### src/rtl/tqvp_intercal_alu_seq_if.sv
// TinyQV peripheral bus bundle for the INTERCAL ALU.
//   address      : register address (6 bits)
//   data_in      : write data
//   data_write_n : 11 none, 00 byte, 01 half, 10 word
//   data_read_n  : 11 none, 00 byte, 01 half, 10 word
//   data_out     : read data (combinational)
//   data_ready   : access completion
// master = bus driver (CPU / testbench), slave = peripheral.
interface tqvp_intercal_alu_seq_if;
    logic [5:0]  address;
    logic [31:0] data_in;
    logic [1:0]  data_write_n;
    logic [1:0]  data_read_n;
    logic [31:0] data_out;
    logic        data_ready;

    modport master (
        output address, data_in, data_write_n, data_read_n,
        input  data_out, data_ready
    );

    modport slave (
        input  address, data_in, data_write_n, data_read_n,
        output data_out, data_ready
    );
endinterface

### src/rtl/tqvp_intercal_alu_seq.sv
// Bit-serial INTERCAL ALU peripheral (MINGLE, SELECT, unary AND/OR/XOR).
// Operands A and B are latched through the bus; a CMD write starts a run
// that produces one result bit per clock for WIDTH clocks.
// Ports:
//   clk      : clock
//   rst_n    : synchronous active-low reset
//   i_ui_in  : unused
//   o_uo_out : {busy, done, error, 5'b0}
//   bus      : TinyQV peripheral bus (slave modport)
// Parameters:
//   WIDTH       : 16 or 32 operand/result width
//   STALL_READS : 1 = RESULT reads wait for completion while busy
module tqvp_intercal_alu_seq #(
    parameter int WIDTH       = 32,
    parameter bit STALL_READS = 1'b1
) (
    input  logic                          clk,
    input  logic                          rst_n,
    input  logic [7:0]                    i_ui_in,
    output logic [7:0]                    o_uo_out,
    tqvp_intercal_alu_seq_if.slave        bus
);
    localparam int JW = $clog2(WIDTH);

    localparam logic [2:0] OP_MINGLE = 3'd0;
    localparam logic [2:0] OP_SELECT = 3'd1;
    localparam logic [2:0] OP_UAND   = 3'd2;
    localparam logic [2:0] OP_UOR    = 3'd3;
    localparam logic [2:0] OP_UXOR   = 3'd4;

    typedef enum logic {S_IDLE, S_RUN} state_t;
    state_t r_state, w_state_next;

    logic [WIDTH-1:0] r_a, r_b, r_result;
    logic [JW-1:0]    r_j, r_k;
    logic [2:0]       r_op;
    logic             r_chain, r_done, r_error, r_overrun;

    logic             w_busy, w_wr, w_rd, w_hit_ctl, w_cmd_wr, w_op_valid, w_last;
    logic             w_bit;
    logic [WIDTH-1:0] w_a_rot, w_result_upd;
    logic [JW-1:0]    w_k_next, w_half;
    logic [31:0]      w_rd_raw, w_data_out;
    logic             w_unused_ui;

    assign w_unused_ui = ^i_ui_in;

    assign w_wr       = (bus.data_write_n != 2'b11);
    assign w_rd       = (bus.data_read_n  != 2'b11);
    // Addresses whose writes are refused (and flagged) during a run.
    assign w_hit_ctl  = (bus.address == 6'h00) || (bus.address == 6'h02) ||
                        (bus.address == 6'h04) || (bus.address == 6'h06) ||
                        (bus.address == 6'h08);
    assign w_cmd_wr   = w_wr && (bus.address == 6'h08);
    assign w_op_valid = (bus.data_in[2:0] <= OP_UXOR);
    assign w_last     = (r_j == JW'(WIDTH - 1));

    // Merge a bus write into an operand register according to access width.
    function automatic logic [WIDTH-1:0] f_merge(
        input logic [WIDTH-1:0] cur,
        input logic             hit_lo,
        input logic             hit_hi,
        input logic [1:0]       wn,
        input logic [31:0]      din
    );
        logic [31:0] v;
        v = 32'(cur);
        if (hit_lo) begin
            case (wn)
                2'b00:   v[7:0]  = din[7:0];
                2'b01:   v[15:0] = din[15:0];
                2'b10:   v       = din;
                default: ;
            endcase
        end
        // High half exists only in the 32-bit build and only for 16-bit writes.
        if (hit_hi && (wn == 2'b01) && (WIDTH == 32)) v[31:16] = din[15:0];
        return v[WIDTH-1:0];
    endfunction

    // ---------------- FSM: state register ----------------
    always_ff @(posedge clk) begin
        if (!rst_n) r_state <= S_IDLE;
        else        r_state <= w_state_next;
    end

    // ---------------- FSM: next state ----------------
    always_comb begin
        w_state_next = r_state;
        case (r_state)
            S_IDLE:  if (w_cmd_wr && w_op_valid) w_state_next = S_RUN;
            S_RUN:   if (w_last) w_state_next = S_IDLE;
            default: w_state_next = S_IDLE;
        endcase
    end

    // ---------------- FSM: outputs ----------------
    always_comb begin
        w_busy   = (r_state == S_RUN);
        o_uo_out = {w_busy, r_done, r_error, 5'b0};
    end

    // ---------------- Bit-serial datapath ----------------
    // w_a_rot[j] = A[(j+1) mod W], the neighbour used by the unary ops.
    assign w_a_rot = {r_a[0], r_a[WIDTH-1:1]};
    assign w_half  = {1'b0, r_j[JW-1:1]};

    always_comb begin
        w_bit = 1'b0;
        case (r_op)
            OP_MINGLE: w_bit = r_j[0] ? r_a[w_half] : r_b[w_half];
            OP_SELECT: w_bit = r_a[r_j];
            OP_UAND:   w_bit = r_a[r_j] & w_a_rot[r_j];
            OP_UOR:    w_bit = r_a[r_j] | w_a_rot[r_j];
            OP_UXOR:   w_bit = r_a[r_j] ^ w_a_rot[r_j];
            default:   w_bit = 1'b0;
        endcase
    end

    // SELECT packs selected bits from the bottom using its own write index k.
    always_comb begin
        w_result_upd = r_result;
        w_k_next     = r_k;
        if (r_op == OP_SELECT) begin
            if (r_b[r_j]) begin
                w_result_upd[r_k] = w_bit;
                w_k_next          = r_k + 1'b1;
            end
        end else begin
            w_result_upd[r_j] = w_bit;
        end
    end

    always_ff @(posedge clk) begin
        if (!rst_n) begin
            r_a       <= '0;
            r_b       <= '0;
            r_result  <= '0;
            r_j       <= '0;
            r_k       <= '0;
            r_op      <= '0;
            r_chain   <= 1'b0;
            r_done    <= 1'b0;
            r_error   <= 1'b0;
            r_overrun <= 1'b0;
        end else begin
            if (w_busy) begin
                r_result <= w_result_upd;
                r_k      <= w_k_next;
                r_j      <= r_j + 1'b1;
                if (w_last) begin
                    r_done <= 1'b1;
                    if (r_chain) r_a <= w_result_upd;
                end
            end else if (w_wr) begin
                r_a <= f_merge(r_a, bus.address == 6'h00, bus.address == 6'h02,
                               bus.data_write_n, bus.data_in);
                r_b <= f_merge(r_b, bus.address == 6'h04, bus.address == 6'h06,
                               bus.data_write_n, bus.data_in);
                if (w_cmd_wr) begin
                    r_result <= '0;
                    if (w_op_valid) begin
                        r_j     <= '0;
                        r_k     <= '0;
                        r_op    <= bus.data_in[2:0];
                        r_chain <= bus.data_in[3];
                        r_done  <= 1'b0;
                        r_error <= 1'b0;
                    end else begin
                        // Reserved op completes immediately with an error.
                        r_done  <= 1'b1;
                        r_error <= 1'b1;
                    end
                end
            end

            if (w_wr && w_busy && w_hit_ctl)
                r_overrun <= 1'b1;
            else if (w_wr && (bus.address == 6'h10) && bus.data_in[3])
                r_overrun <= 1'b0;
        end
    end

    // ---------------- Read path ----------------
    always_comb begin
        w_rd_raw = '0;
        case (bus.address)
            6'h00:   w_rd_raw = 32'(r_a);
            6'h02:   w_rd_raw = 32'(r_a) >> 16;
            6'h04:   w_rd_raw = 32'(r_b);
            6'h06:   w_rd_raw = 32'(r_b) >> 16;
            6'h0C:   w_rd_raw = 32'(r_result);
            6'h0E:   w_rd_raw = 32'(r_result) >> 16;
            6'h10:   w_rd_raw = {28'd0, r_overrun, r_error, r_done, w_busy};
            default: w_rd_raw = '0;
        endcase
    end

    always_comb begin
        w_data_out = '0;
        case (bus.data_read_n)
            2'b00:   w_data_out = {24'd0, w_rd_raw[7:0]};
            2'b01:   w_data_out = {16'd0, w_rd_raw[15:0]};
            2'b10:   w_data_out = w_rd_raw;
            default: w_data_out = '0;
        endcase
    end

    assign bus.data_out   = w_data_out;
    assign bus.data_ready = !(STALL_READS && w_busy && w_rd &&
                              ((bus.address == 6'h0C) || (bus.address == 6'h0E)));
endmodule
### src/flat_wrapper.sv
// flat-port wrapper written by rule: the top's interface ports become plain ports
module tqvp_intercal_alu_seq_flat 
#(
    parameter int WIDTH       = 32,
    parameter bit STALL_READS = 1'b1
)
  (clk, rst_n, i_ui_in, o_uo_out, bus_address, bus_data_in, bus_data_write_n, bus_data_read_n, bus_data_out, bus_data_ready);
  tqvp_intercal_alu_seq_if bus_i ();
  input  logic clk;
  input  logic rst_n;
  input  logic [7:0] i_ui_in;
  output logic [7:0] o_uo_out;
  input wire logic [$bits(bus_i.address)-1:0] bus_address;
  input wire logic [$bits(bus_i.data_in)-1:0] bus_data_in;
  input wire logic [$bits(bus_i.data_write_n)-1:0] bus_data_write_n;
  input wire logic [$bits(bus_i.data_read_n)-1:0] bus_data_read_n;
  output wire logic [$bits(bus_i.data_out)-1:0] bus_data_out;
  output wire logic [$bits(bus_i.data_ready)-1:0] bus_data_ready;
  assign bus_i.address = bus_address;
  assign bus_i.data_in = bus_data_in;
  assign bus_i.data_write_n = bus_data_write_n;
  assign bus_i.data_read_n = bus_data_read_n;
  assign bus_data_out = bus_i.data_out;
  assign bus_data_ready = bus_i.data_ready;
  tqvp_intercal_alu_seq #(.WIDTH(WIDTH), .STALL_READS(STALL_READS)) u_core (.clk(clk), .rst_n(rst_n), .i_ui_in(i_ui_in), .o_uo_out(o_uo_out), .bus(bus_i));
endmodule
### config.mk
export PLATFORM = sky130hd
export DESIGN_NAME = tqvp_intercal_alu_seq_flat
export DESIGN_NICKNAME = d
export VERILOG_FILES = /design/src/rtl/tqvp_intercal_alu_seq_if.sv /design/src/rtl/tqvp_intercal_alu_seq.sv /design/src/flat_wrapper.sv
export SDC_FILE = /design/constraint.sdc
export NUM_CORES = 1
export LEC_CHECK = 0
export CORE_UTILIZATION = 50
export CTS_CLUSTER_DIAMETER = 60
export DETAILED_ROUTE_END_ITERATION = 10
export HOLD_SLACK_MARGIN = 0.1
export MAX_ROUTING_LAYER = met4
export PLACE_DENSITY = 0.8
export SLEW_MARGIN = 15
export SYNTH_ARGS = -nofsm -noshare
export SYNTH_HDL_FRONTEND = slang
export SYNTH_SLANG_ARGS = --single-unit
### constraint.sdc
create_clock -name clk -period 3.9 [get_ports clk]
set_clock_uncertainty 0.1 [all_clocks]
set_input_delay 0.585 -clock clk [delete_from_list [all_inputs] [get_ports clk]]
set_output_delay 0.585 -clock clk [all_outputs]
set_load 0.02 [all_outputs]
==> flow_summary_export.csv <==
group,metric,value,unit
clock_tree,cts_tree,"done",
layout,nNetsFinal,1331,
die,ios,93,
power,p_leak,4.02,nW
min_path,hp-class,"flop to flop",
worst_setup_path,worst_setup_path_start_kind,"input port",
placement,post-dp-hpwl,31100,um
worst_setup_path,worstPathArrival,3.17,ns
clock_tree,cts_num_sinks,114,
power,power_density,276,mW/mm2
placement,port-buffer-count,79,
yosys,synth.distinct_cells,72,
timing,finalSetupViolCount,0,
timing,holdWs,0.378,ns
timing,final_max_slew_viol_count,0,
placement,routabilityCongestion,1.02,
routing,wl_per_cell,27.7,um
worst_setup_path,end_kind,"primary output",
worst_setup_path,r2r_end,"u_core.r_result[7]",
worst_setup_path,rrSetupSlack,0.08,ns
status,status,"finished clean",
worst_setup_path,cp_max_fo,13,
routing,vias_per_cell,7.02,
clock_tree,htreeDepth,4,
clock_tree,numCtsBuffers,17,
clock_tree,cts_hold_repair.buffers,0,
timing,worstMarginPinSlew,0.775,ns
min_path,hold_depth,2,
timing,max_slew_margin,47.6,%
clock_tree,clk-insertion-delay-late,0.44,ns
worst_setup_path,worstPathRequired,3.21,ns
timing,grt_setup_unrepaired,"true",
placement,place_ws,-0.0677,ns
timing,fmax,260,MHz
worst_setup_path,critPathKind,"input port to primary output",
yosys,synthArstFlopShare,0,%
yosys,avgSynthCellArea,7.71,um2
die,start_util,51.2,%
clock_tree,clockRootBuffer,"clkbuf_16",
layout,drive_gt1_share,17.1,%
routing,drt_first_iter_violations,1337,
flow_run,maxCapViolations,0,
routing,dr.pass1.iters,6,
yosys,ys_ff_latch,114,
yosys,postSynthCellCount,1153,
yosys,synth.cell_area,0.00889,mm2
yosys,seq_area_frac_synth,25.7,%
die,die_h,135,um
timing,timing_hold_violations_final,0,
die,chipWidth,135,um
routing,postRouteAntennaNets,0,
timing,fin_crit_sh,98.8,%
min_path,hold_end,"u_core.r_overrun",
timing,tns,0,ns
timing,timing.final.ws_setup,0.0486,ns
clock_tree,clk_pin_slew,0.06,ns
grt,grt_pass1_wl,59900,um
yosys,synth_edf_count,0,
yosys,synthFlopType,"dfxtp_1",
grt,grt-ovfl-total,0,
timing,min_period,3.85,ns
layout,final_util,64.9,%
grt,grt_pass1_vias,9369,
routing,vias,10552,
yosys,yosys_warnings,0,
grt,antenna_found_initial,0,
power,irDropWorstVdd,0.298,mV
grt,grt_max_degree,47,
grt,grt_usage,46.5,%
die,rows,48,
routing,drt_wl_total,41600,um
clock_tree,clockBufferDepth,2,
die,core_area,0.0174,mm2
layout,area_growth,26.7,%
die,die_area,0.0183,mm2
layout,antenna_cells,0,
worst_setup_path,r2r_cells,15,
worst_setup_path,regToRegStartpoint,"u_core.r_j[0]",
routing,drc,0,
min_path,worstHoldStart,"u_core.r_overrun",
==> how the worst max path moves through the flow <==
stage,from,endpoint,depth (start not counted)
3_5_place_dp,u_core.r_j[1],u_core.r_result[7],16
3_3_place_gp,u_core.r_j[1],u_core.r_result[7],15
5_1_grt,u_core.r_j[0],u_core.r_result[7],14
2_1_floorplan,u_core.r_j[1],u_core.r_a[6],20
4_1_cts,u_core.r_j[1],u_core.r_result[7],16
6_report,bus_address[5],bus_data_out[4],7
==> cells in the final DEF (no fill, tap or decap), types with 14 or more instances in the layout <==
cell type	instances
a31oi_1	37
nand2_1	135
nand3_1	27
dfxtp_1	111
nor2_1	86
mux4_2	16
mux2i_1	71
o31ai_1	15
o221ai_1	20
buf_4	110
a21oi_1	97
ha_1	14
inv_1	17
clkbuf_16	18
a211oi_1	19
o21ai_0	46
a22oi_1	69
nor3_1	35
clkdlybuf4s50_1	78
==> state kept, by name, indices dropped and copies added (netlist names), 3 cells and up <==
signal           cells
u_core.r_result     32
u_core.r_k           5
u_core.r_op          3
u_core.r_j           5
u_core.r_b          32
u_core.r_a          32
==> synthesized netlist by cell type (all sizes together), types with 3 or more instances <==
master | number | area [um2]
a211oi | 19 | 143
a21o | 13 | 97.6
a21oi | 99 | 499
a221oi | 11 | 96.3
a22oi | 69 | 518
a2bb2oi | 6 | 52.6
a311o | 3 | 30.0
a31o | 5 | 43.8
a31oi | 37 | 231
and2 | 15 | 93.8
and3 | 12 | 75.1
buf | 36 | 248
clkbuf | 80 | 300
dfxtp | 114 | 2280
ha | 14 | 175
inv | 17 | 63.8
mux2 | 12 | 135
mux2i | 74 | 741
mux4 | 17 | 387
nand2 | 135 | 507
nand2b | 8 | 50.1
nand3 | 27 | 135
nand3b | 9 | 67.6
nand4 | 5 | 31.3
nand4b | 3 | 26.3
nor2 | 87 | 327
nor2b | 4 | 25.0
nor3 | 39 | 195
nor3b | 5 | 47.5
nor4b | 4 | 35.0
o2111ai | 5 | 43.8
o211ai | 14 | 110
o21a | 4 | 30.0
o21ai | 60 | 304
o221ai | 20 | 175
o22ai | 5 | 31.3
o31a | 13 | 114
o31ai | 15 | 113
or3 | 10 | 62.6
xor2 | 4 | 35.0
==> metal layers <==
layer | vias up | track usage, % | wire, um
li1 | 4584 | - | -
met1 | 5018 | 59.4 | 16200
met2 | 784 | 69.3 | 18500
met3 | 166 | 8.01 | 4480
met4 | 0 | 26.6 | 2490
met5 | - | - | 0
==> cell type report <==
class	instances	area, um2
timing repair buffer	205	1880
clock inverter	13	174
tap	225	282
inverter	17	63.8
clock buffer	19	443
fill	1500	6090
sequential	114	2290
multi-input combinational	910	6130
==> kinds of logic (layout without fill, tap and decap cells) <==
kind of cell | Yosys count | count (layout) | share of synthesized area (%)
AND/OR/NAND/NOR | 372 | 372 | 19.8
adder cells (fa/ha/maj) | 14 | 14 | 1.97
flip-flops | 114 | 114 | 25.7
AO/OA/AOI/OAI | 411 | 411 | 31.0
multiplexers | 103 | 103 | 14.2
other | 1 | 5 | 0.0422
buffers and inverters | 133 | 254 | 6.88
XOR/XNOR | 5 | 5 | 0.492
==> timing repair <==
| item | 4_1_cts | 5_1_grt |
|---|---|---|
| endpoints found under the hold margin | 0 | 0 |
| setup endpoints to repair | 6 | 62 |
| gates cloned | 0 | 1 |
| gates resized for setup | 2 | 30 |
| pin swaps | 0 | 9 |
| setup buffers | 0 | 5 |
==> metrics by stage <==
step	std cells	total power, W	cell area, um2
floorplan	1157	0.00130	8960
global placement	1465	0.00143	10400
detailed placement	1465	0.00143	10400
CTS	1497	0.00310	11100
global route	1503	0.00316	11300
finish	1503	0.00311	11300
==> worst max-delay path, stage by stage <==
cell             delay, ns
clkdlybuf4s50_1       0.48
or4_1                 0.60
nor3_1                0.17
buf_4                 0.25
a22oi_1               0.10
a31oi_1               0.29
clkdlybuf4s50_1       0.69
==> where the power goes <==
part           internal [W]  switching, W  total [W]
registers           0.00117    0.00000674    0.00117
clock network       0.00103      0.000654    0.00169
logic             0.0000958      0.000152   0.000248
Note: power is estimated with default switching activity, not from simulation.
